File: src/rtl/pc_fetch_ctrl_pkg.sv
// Shared types and defaults for the fetch controller: FSM encoding, reset PC, halt word.
// Latency: n/a (declarations only).
// Backpressure: n/a.
package pc_fetch_ctrl_pkg;

    typedef enum logic [1:0] {
        ST_IDLE  = 2'd0,
        ST_FETCH = 2'd1,
        ST_HOLD  = 2'd2,
        ST_HALT  = 2'd3
    } fetch_state_t;

    // Boot address of the program image.
    localparam logic [31:0] DEF_RESET_PC  = 32'h0000_3000;
    // SYSCALL encoding; consuming it stops fetch for good.
    localparam logic [31:0] DEF_HALT_WORD = 32'h0000_000C;
    // Byte stride between sequential instructions.
    localparam logic [31:0] INSTR_BYTES   = 32'd4;

    // Sign-extended, word-scaled branch displacement.
    function automatic logic [31:0] branch_offset(input logic [15:0] imm16);
        return {{14{imm16[15]}}, imm16, 2'b00};
    endfunction

endpackage

File: src/rtl/pc_fetch_ctrl_next_calc.sv
// Next-PC selection for the instruction currently held for decode.
// Latency: purely combinational.
// Backpressure: none; caller decides when the result is used.
module pc_next_calc
    import pc_fetch_ctrl_pkg::*;
(
    input  logic [31:0] pc,
    input  logic        branch,
    input  logic        zero,
    input  logic        jump,
    input  logic [15:0] imm16,
    input  logic [25:0] imm26,
    output logic [31:0] pc4,
    output logic [31:0] next_pc
);

    logic [31:0] branch_target;
    logic [31:0] jump_target;

    assign pc4           = pc + INSTR_BYTES;
    assign branch_target = pc4 + branch_offset(imm16);
    assign jump_target   = {pc[31:28], imm26, 2'b00};

    // Taken branch beats jump; a not-taken branch always falls through.
    always_comb begin
        next_pc = pc4;
        if (branch) begin
            if (zero) begin
                next_pc = branch_target;
            end
        end else if (jump) begin
            next_pc = jump_target;
        end
    end

endmodule

File: src/rtl/pc_fetch_ctrl.sv
// Program counter owner: fetches one word via req/ack, holds it for decode, then advances PC.
// Latency: ack -> instr_valid 1 cycle; zero-wait memory yields one instruction every 2 cycles.
// Backpressure: stall freezes the held word and PC indefinitely; memory stalls by delaying ack.
module pc_fetch_ctrl
    import pc_fetch_ctrl_pkg::*;
#(
    parameter logic [31:0] RESET_PC  = DEF_RESET_PC,
    parameter logic [31:0] HALT_WORD = DEF_HALT_WORD
) (
    input  logic        clk,
    input  logic        rst_n,
    output logic        imem_req,
    output logic [31:0] imem_addr,
    input  logic        imem_ack,
    input  logic [31:0] imem_rdata,
    output logic [31:0] instr,
    output logic        instr_valid,
    input  logic        stall,
    input  logic        branch,
    input  logic        zero,
    input  logic        jump,
    input  logic [15:0] imm16,
    input  logic [25:0] imm26,
    output logic [31:0] pc,
    output logic        halted
);

    fetch_state_t state;
    logic [31:0]  pc4;
    logic [31:0]  next_pc;

    pc_next_calc u_next (
        .pc      (pc),
        .branch  (branch),
        .zero    (zero),
        .jump    (jump),
        .imm16   (imm16),
        .imm26   (imm26),
        .pc4     (pc4),
        .next_pc (next_pc)
    );

    // The fetch address is the PC register itself, so it is stable for the whole request.
    assign imem_addr = pc;

    // Fetch sequencer: state, PC, held instruction and all handshake outputs.
    always_ff @(posedge clk or negedge rst_n) begin
        if (!rst_n) begin
            state       <= ST_IDLE;
            pc          <= {RESET_PC[31:2], 2'b00};
            imem_req    <= 1'b0;
            instr       <= 32'h0;
            instr_valid <= 1'b0;
            halted      <= 1'b0;
        end else begin
            case (state)
                ST_IDLE: begin
                    imem_req <= 1'b1;
                    state    <= ST_FETCH;
                end
                ST_FETCH: begin
                    // stall has no meaning until a word is held.
                    if (imem_ack) begin
                        instr       <= imem_rdata;
                        instr_valid <= 1'b1;
                        imem_req    <= 1'b0;
                        state       <= ST_HOLD;
                    end
                end
                ST_HOLD: begin
                    if (!stall) begin
                        instr_valid <= 1'b0;
                        if (instr == HALT_WORD) begin
                            // PC points past the SYSCALL; control inputs are ignored.
                            pc     <= pc4;
                            halted <= 1'b1;
                            state  <= ST_HALT;
                        end else begin
                            pc       <= next_pc;
                            imem_req <= 1'b1;
                            state    <= ST_FETCH;
                        end
                    end
                end
                ST_HALT: begin
                    imem_req    <= 1'b0;
                    instr_valid <= 1'b0;
                    halted      <= 1'b1;
                end
                default: begin
                    state <= ST_IDLE;
                end
            endcase
        end
    end

endmodule

File: config.mk
export PLATFORM = sky130hd
export DESIGN_NAME = pc_fetch_ctrl
export DESIGN_NICKNAME = d
export VERILOG_FILES = /design/src/rtl/pc_fetch_ctrl_pkg.sv /design/src/rtl/pc_fetch_ctrl_next_calc.sv /design/src/rtl/pc_fetch_ctrl.sv
export SDC_FILE = /design/constraint.sdc
export NUM_CORES = 1
export LEC_CHECK = 0
export ABC_CLOCK_PERIOD_IN_PS = 3900
export CORE_ASPECT_RATIO = 1.4
export CORE_MARGIN = 4
export CORE_UTILIZATION = 30
export CTS_CLUSTER_DIAMETER = 120
export DETAILED_ROUTE_END_ITERATION = 8
export GPL_TIMING_DRIVEN = 0
export SETUP_SLACK_MARGIN = 0.15
export SLEW_MARGIN = 30
export SYNTH_ARGS = -nofsm -noshare
export SYNTH_HDL_FRONTEND = slang
export SYNTH_HIERARCHICAL = 1
export SYNTH_SLANG_ARGS = --single-unit
File: constraint.sdc
create_clock -name clk -period 3.9 [get_ports clk]
set_input_delay 0.78 -clock clk [delete_from_list [all_inputs] [get_ports clk]]
set_output_delay 0.78 -clock clk [all_outputs]
set_load 0.005 [all_outputs]
Word level (Yosys, flattened, before mapping)
Cells that the tools add are included.

storage, ports and cells
  bits in latches = 0
  memories = 0
  word-level logic and storage cells = 48
  bits in registers = 69
  RAM bits = 0
  memory bits (read-only) = 0
  input bits = 81

cells by class
  eq/ne operators = 9
  reduce and logical (&&, ||, !) cells = 11
  add/subtract/negate cells = 2
  multiply operators = 0
  shift operators = 0
  muxes and demuxes = 18
  order comparisons = 0
  bitwise logic cells = 1
  div/mod/pow operators = 0

operator list
  kind                                            count
  two-way mux 32 bit                              4
  adder 32 x 3 -> 32 bit, second input constant   1
  adder 32 bit                                    1
  == test 32 x 4 -> 1 bit, second input constant  1
  AND reduction 3 bit                             5
  != test 2 bit, second input constant            4
  two-way mux 1 bit                               7
  two-way mux 2 bit                               3
  one-hot mux 2 bit (3 select lines)              1
  nonzero test 3 bit                              2
  == test 2 bit, second input constant            2
  one-hot mux 1 bit (4 select lines)              1
  AND reduction 2 bit                             2
  != test 3 x 2 -> 1 bit, second input constant   1
  one-hot mux 1 bit (3 select lines)              1
  == test 2 x 1 -> 1 bit, second input constant   1
  logical NOT 2 bit                               1
  one-hot mux 1 bit (2 select lines)              1
  nonzero test 2 bit                              1
  inverter 1 bit                                  1

Depth between registers and ports, before layout
  depth in word-level cells = 5
  gate-level depth with buffers = 20
  depth with buffers taken out = 18

Modules after synthesis
The synthesis kept the hierarchy.

modules (own cells, without submodules)
  module         instances  area an instance (µm²)  seq. area each (µm²)  cells each
  pc_fetch_ctrl  1          3413.3                  1729.2                320
  pc_next_calc   1          3191.8                  0.0                   465

Worst setup path before layout
OpenSTA, ideal clock, no wires.

  path kind = reg2reg
  start = reg pc[2], in the netlist imem_addr[2]
  end = reg pc[31], in the netlist imem_addr[31]
  arrival = 3.832 ns
  stages on the path, launching flop included = 21
  path buffers = 2
  data required time = 3.818 ns
  path slack = -0.014 ns
  cells stage by stage = dfrtp_1 -> ha_1 -> nand2_1 -> nor2_1 -> and4_1 -> clkbuf_1 -> nand4_1 -> xnor2_1 -> ha_1 -> clkbuf_2 -> nand3_1 -> a21o_2 -> a32oi_2 -> a22oi_1 -> nor2_1 -> or3_1 -> o31a_1 -> a41oi_2 -> xnor2_1 -> o21ai_0 -> a31oi_1

between the ends
  longest elaborated chain between the ends = 5

ends and longest elaborated chain
  item                    RTL line                       text
  from (decl)             pc_fetch_ctrl.sv:24            output logic [31:0] pc,
  from (signal assigned)  pc_fetch_ctrl.sv:50            pc <= {RESET_PC[31:2], 2'b00};
  from (signal assigned)  pc_fetch_ctrl.sv:75            pc <= pc4;
  from (signal assigned)  pc_fetch_ctrl.sv:79            pc <= next_pc;
  adder 32 x 3 -> 32 bit  pc_fetch_ctrl_next_calc.sv:20  assign pc4 = pc + INSTR_BYTES;
  named net pc4[26]       pc_fetch_ctrl.sv:29            logic [31:0] pc4;
  adder 32 bit            pc_fetch_ctrl_next_calc.sv:21  assign branch_target = pc4 + branch_offset(imm16);
  two-way mux 32 bit      pc_fetch_ctrl_next_calc.sv:28  if (zero) begin
  two-way mux 32 bit      pc_fetch_ctrl_next_calc.sv:27  if (branch) begin
  named net next_pc[31]   pc_fetch_ctrl.sv:30            logic [31:0] next_pc;
  two-way mux 32 bit      pc_fetch_ctrl.sv:73            if (instr == HALT_WORD) begin

The timed path passes the listed nets, and every way through them passes these cells. The select of a mux whose other input is x is not followed.
A chain may end at the register's enable or synchronous reset.

Worst setup path in the final report
  start = reg pc[12], in the netlist imem_addr[12]
  end = reg pc[31], in the netlist imem_addr[31]

Same word-level chain as after synthesis.

==> results.sh <==
export IMPL_status="finished, violations left"
export IMPL_violations="negative setup slack"
export IMPL_clkTransAtPathRegs_ns=0.06
export IMPL_design_die_area_sq_mm=0.0245
export IMPL_crit_required_ns=4.14
export IMPL_leakagePower_nw=3.85
export IMPL_synth_area_top_cells="dfrtp_1 25%, ha_1 7.6%, mux2_2 6.3%"
export IMPL_finalNetCount=1125
export IMPL_synth_area_per_cell_sq_um=8.41
export IMPL_skew_ns=0.00945
export IMPL_fp_row_count=64
export IMPL_routed_wl_um=23400
export IMPL_detailed_place_hpwl_um=18100
export IMPL_power_frac_seq_pct=20.2
export IMPL_ys_warn_count=6
export IMPL_fp_dieH_um=184
export IMPL_maxSlewHeadroom_pct=33.6
export IMPL_routed_top_layer="met4"
export IMPL_grt_pass1_wl_um=35800
export IMPL_synth_edf_count=0
export IMPL_p_int_mw=4.56
export IMPL_p_sw_share_pct=42.1
export IMPL_p_sw_mw=3.32
export IMPL_core_sq_mm=0.0218
export IMPL_cts_buffers=9
export IMPL_hp_class="input pin to asynchronous set/reset pin"
export IMPL_avgRoutedWirePerCell_um=17.9
export IMPL_finalWorstSetupSlack_ns=-0.347
export IMPL_synthesis_area_sq_mm=0.00661
export IMPL_pre_cts_ws_ns=-0.656
export IMPL_ant_nets=0
export IMPL_timing_final_crit_share_pct=109
export IMPL_regArea_sq_mm=0.00174
export IMPL_p_per_area_mw_per_mm2=808
export IMPL_syn_inst=785
export IMPL_clock_sinks=69
export IMPL_antenna_found_initial=0
export IMPL_synth_top_cell_area_share_pct=25.4
export IMPL_period_needed_ns=4.25
export IMPL_dr_pass1_iters=5
export IMPL_post_synth_num_cell_types=73
export IMPL_grt_max_degree=37
export IMPL_peakVddDrop_mv=0.388
export IMPL_place_congestion=0.872
export IMPL_p_comb_share_pct=68.7
export IMPL_initial_core_util_pct=30.3
export IMPL_clockBufferDepth=2
export IMPL_grt_use_total_pct=18.4
export IMPL_die_w_um=133
export IMPL_met3_wirelength_um=1040
export IMPL_synth_seq_cells=69
export IMPL_cts_root_buffer="clkbuf_16"
export IMPL_syn_to_final_growth_pct=47.7
export IMPL_drv_slew=0
export IMPL_routedLengthMet1_um=9680
export IMPL_seq_area_frac_synth_pct=26.2
export IMPL_drive_gt1_share_pct=22.8
export IMPL_reg2reg_depth=18
export IMPL_yosysMostFrequentCell="o21ai_0"
export IMPL_rsz0062_at_grt="yes"
export IMPL_maxCapViolCount=0
export IMPL_avgViaCountPerCell=5.21
export IMPL_synth_top_area_cell="dfrtp_1"
export IMPL_grt_pass1_vias=6864
export IMPL_grt_overflow_total=0
export IMPL_antennaDiodeCount=0
export IMPL_cts_tree="built"
export IMPL_wl_met2_um=11700
export IMPL_setup_viol=1
export IMPL_synth_nets=907
export IMPL_power_frac_clock_pct=11.1
export IMPL_drc=0
export IMPL_vias=6801
export IMPL_worstPathArrival_ns=4.49
export IMPL_critPathKind="flip-flop to flip-flop"
export IMPL_htreeDepth=3
export IMPL_holdBufCountCts=0
export IMPL_fillers=2184
export IMPL_cp_start_kind="flip-flop"
export IMPL_synth_ff_type="dfrtp_1"
export IMPL_timing_hold_ws_ns=0.426
export IMPL_cp_max_fo=9
export IMPL_cp_end_kind="flip-flop"
export IMPL_io_pins=180
export IMPL_multi_input_area_sq_mm=0.00474
export IMPL_fmax_ghz=0.235
export IMPL_async_flop_share_pct=100
export IMPL_synth_top_cells_by_count="80 x o21ai_0, 67 x dfrtp_1, 61 x nor2_1, 57 x nand2_1, 50 x nand3_1"
export IMPL_io_buffers=178
export IMPL_finalHoldViolations=0
export IMPL_insertion_delay_ns=0.32
export IMPL_dr_first_iter_drc_count=363
export IMPL_worstMarginPinSlew_ns=0.997
area by class of cell:
cell class              instances  share of cell area [%]
multi-input cells             622                    48.6
inverters                      14                   0.539
clock inverters                 4                   0.744
well taps                     297                    3.81
flip-flops and latches         69                    17.9
plain buffers                  80                    5.37
repair buffers                207                    20.6
clock buffers                  12                    2.53
final timing paths:
check / from / slack, ns / to
worst max-delay path: imem_addr[12] / -0.35 / imem_addr[31]
worst min-delay path: rst_n / 0.43 / instr[0]
worst max register to register: imem_addr[12] / -0.35 / imem_addr[31]
worst min register to register: halted / 0.47 / halted
max in group asynchronous: rst_n / 2.83 / imem_addr[12]
min in group clk: halted / 0.47 / halted
layout by cell type (no fill, tap or decap), types with 6 or more instances in the layout:
cell             Yosys  layout
clkdlybuf4s50_1      0     176
o21ai_0             80      74
buf_4               38      67
nor2_1              61      59
nand2_1             57      57
dfrtp_1             67      55
nand3_1             50      47
a31oi_1             39      38
mux2_2              37      37
ha_1                40      33
a21oi_1             33      27
clkbuf_1            24      22
mux2i_1             21      21
xnor2_1             35      20
inv_1               14      14
xnor2_2              0      14
xor2_1              19      14
o211ai_1            14      14
nand4_1             13      13
dfrtp_2              0      12
a21o_1              12      12
nor2b_1              9       9
clkbuf_16            0       9
buf_6                7       8
o21ai_1              3       8
a21oi_2              3       8
buf_2                4       6
nor4_2               5       6
flip-flops by register name, indices dropped and copies added, names as in the netlist:
signal	cells
halted	1
instr_valid	1
imem_addr	32
imem_req	1
instr	32
state	2
layer usage:
metal	vias to the layer above	global-route usage [%]
met5	-	0
met1	3244	22.5
met4	0	7.82
li1	3289	-
met3	52	2.41
met2	216	32.3
cell families after synthesis:
kind of cell | count (synthesis) | share of synthesized area, %
XOR/XNOR | 54 | 7.16
adder cells (fa/ha/maj) | 41 | 7.88
flip-flops | 69 | 26.2
multiplexers | 59 | 9.72
AND/OR/NAND/NOR | 239 | 18.8
AO/OA/AOI/OAI | 229 | 21.8
buffers and inverters | 94 | 8.52
power groups by stage:
stage / combinational [mW] / sequential (mW) / clock, mW
final: 5.42 / 1.59 / 0.876
after global routing: 5.90 / 1.67 / 0.929
after CTS: 5.08 / 1.58 / 0.895
after detailed placement: 4.79 / 1.61 / 0
after global placement: 4.77 / 1.61 / 0
after floorplan: 2.89 / 1.52 / 0
critical path, cell delays in order, from the launching register on:
cell	delay (ns)
dfstp_2	0.53
and4_1	0.20
and2_4	0.16
and4_4	0.27
nand3_4	0.13
xnor2_2	0.37
ha_1	0.30
buf_2	0.19
a21oi_1	0.17
a21o_2	0.16
a32oi_2	0.12
a22oi_1	0.23
nor2_1	0.07
or3_1	0.33
o31a_1	0.29
a41oi_2	0.22
xnor2_1	0.15
o21ai_1	0.09
a31oi_1	0.16
stage by stage:
| step | instance area (sq um) | utilization [%] | power (mW) | std cells | TNS, ns |
|---|---|---|---|---|---|
| final | 9760 | 44.8 | 7.89 | 1305 | -0.347 |
| after global routing | 9760 | 44.8 | 8.49 | 1305 | -0.863 |
| after CTS | 9360 | 43.0 | 7.55 | 1290 | -0.550 |
| after detailed placement | 8790 | 40.4 | 6.40 | 1261 | -3.79 |
| after global placement | 8770 | 40.3 | 6.38 | 1260 | -39.96 |
| after floorplan | 6620 | - | 4.40 | 785 | 0 |
what timing repair did:
item | CTS | global route
resized for setup | 36 | 58
buffers inserted | 13 | 15
endpoints found under the hold margin | 0 | 0
pin swaps | 6 | 25
setup endpoints to repair | 15 | 16
(Power assumes the default switching activity.)
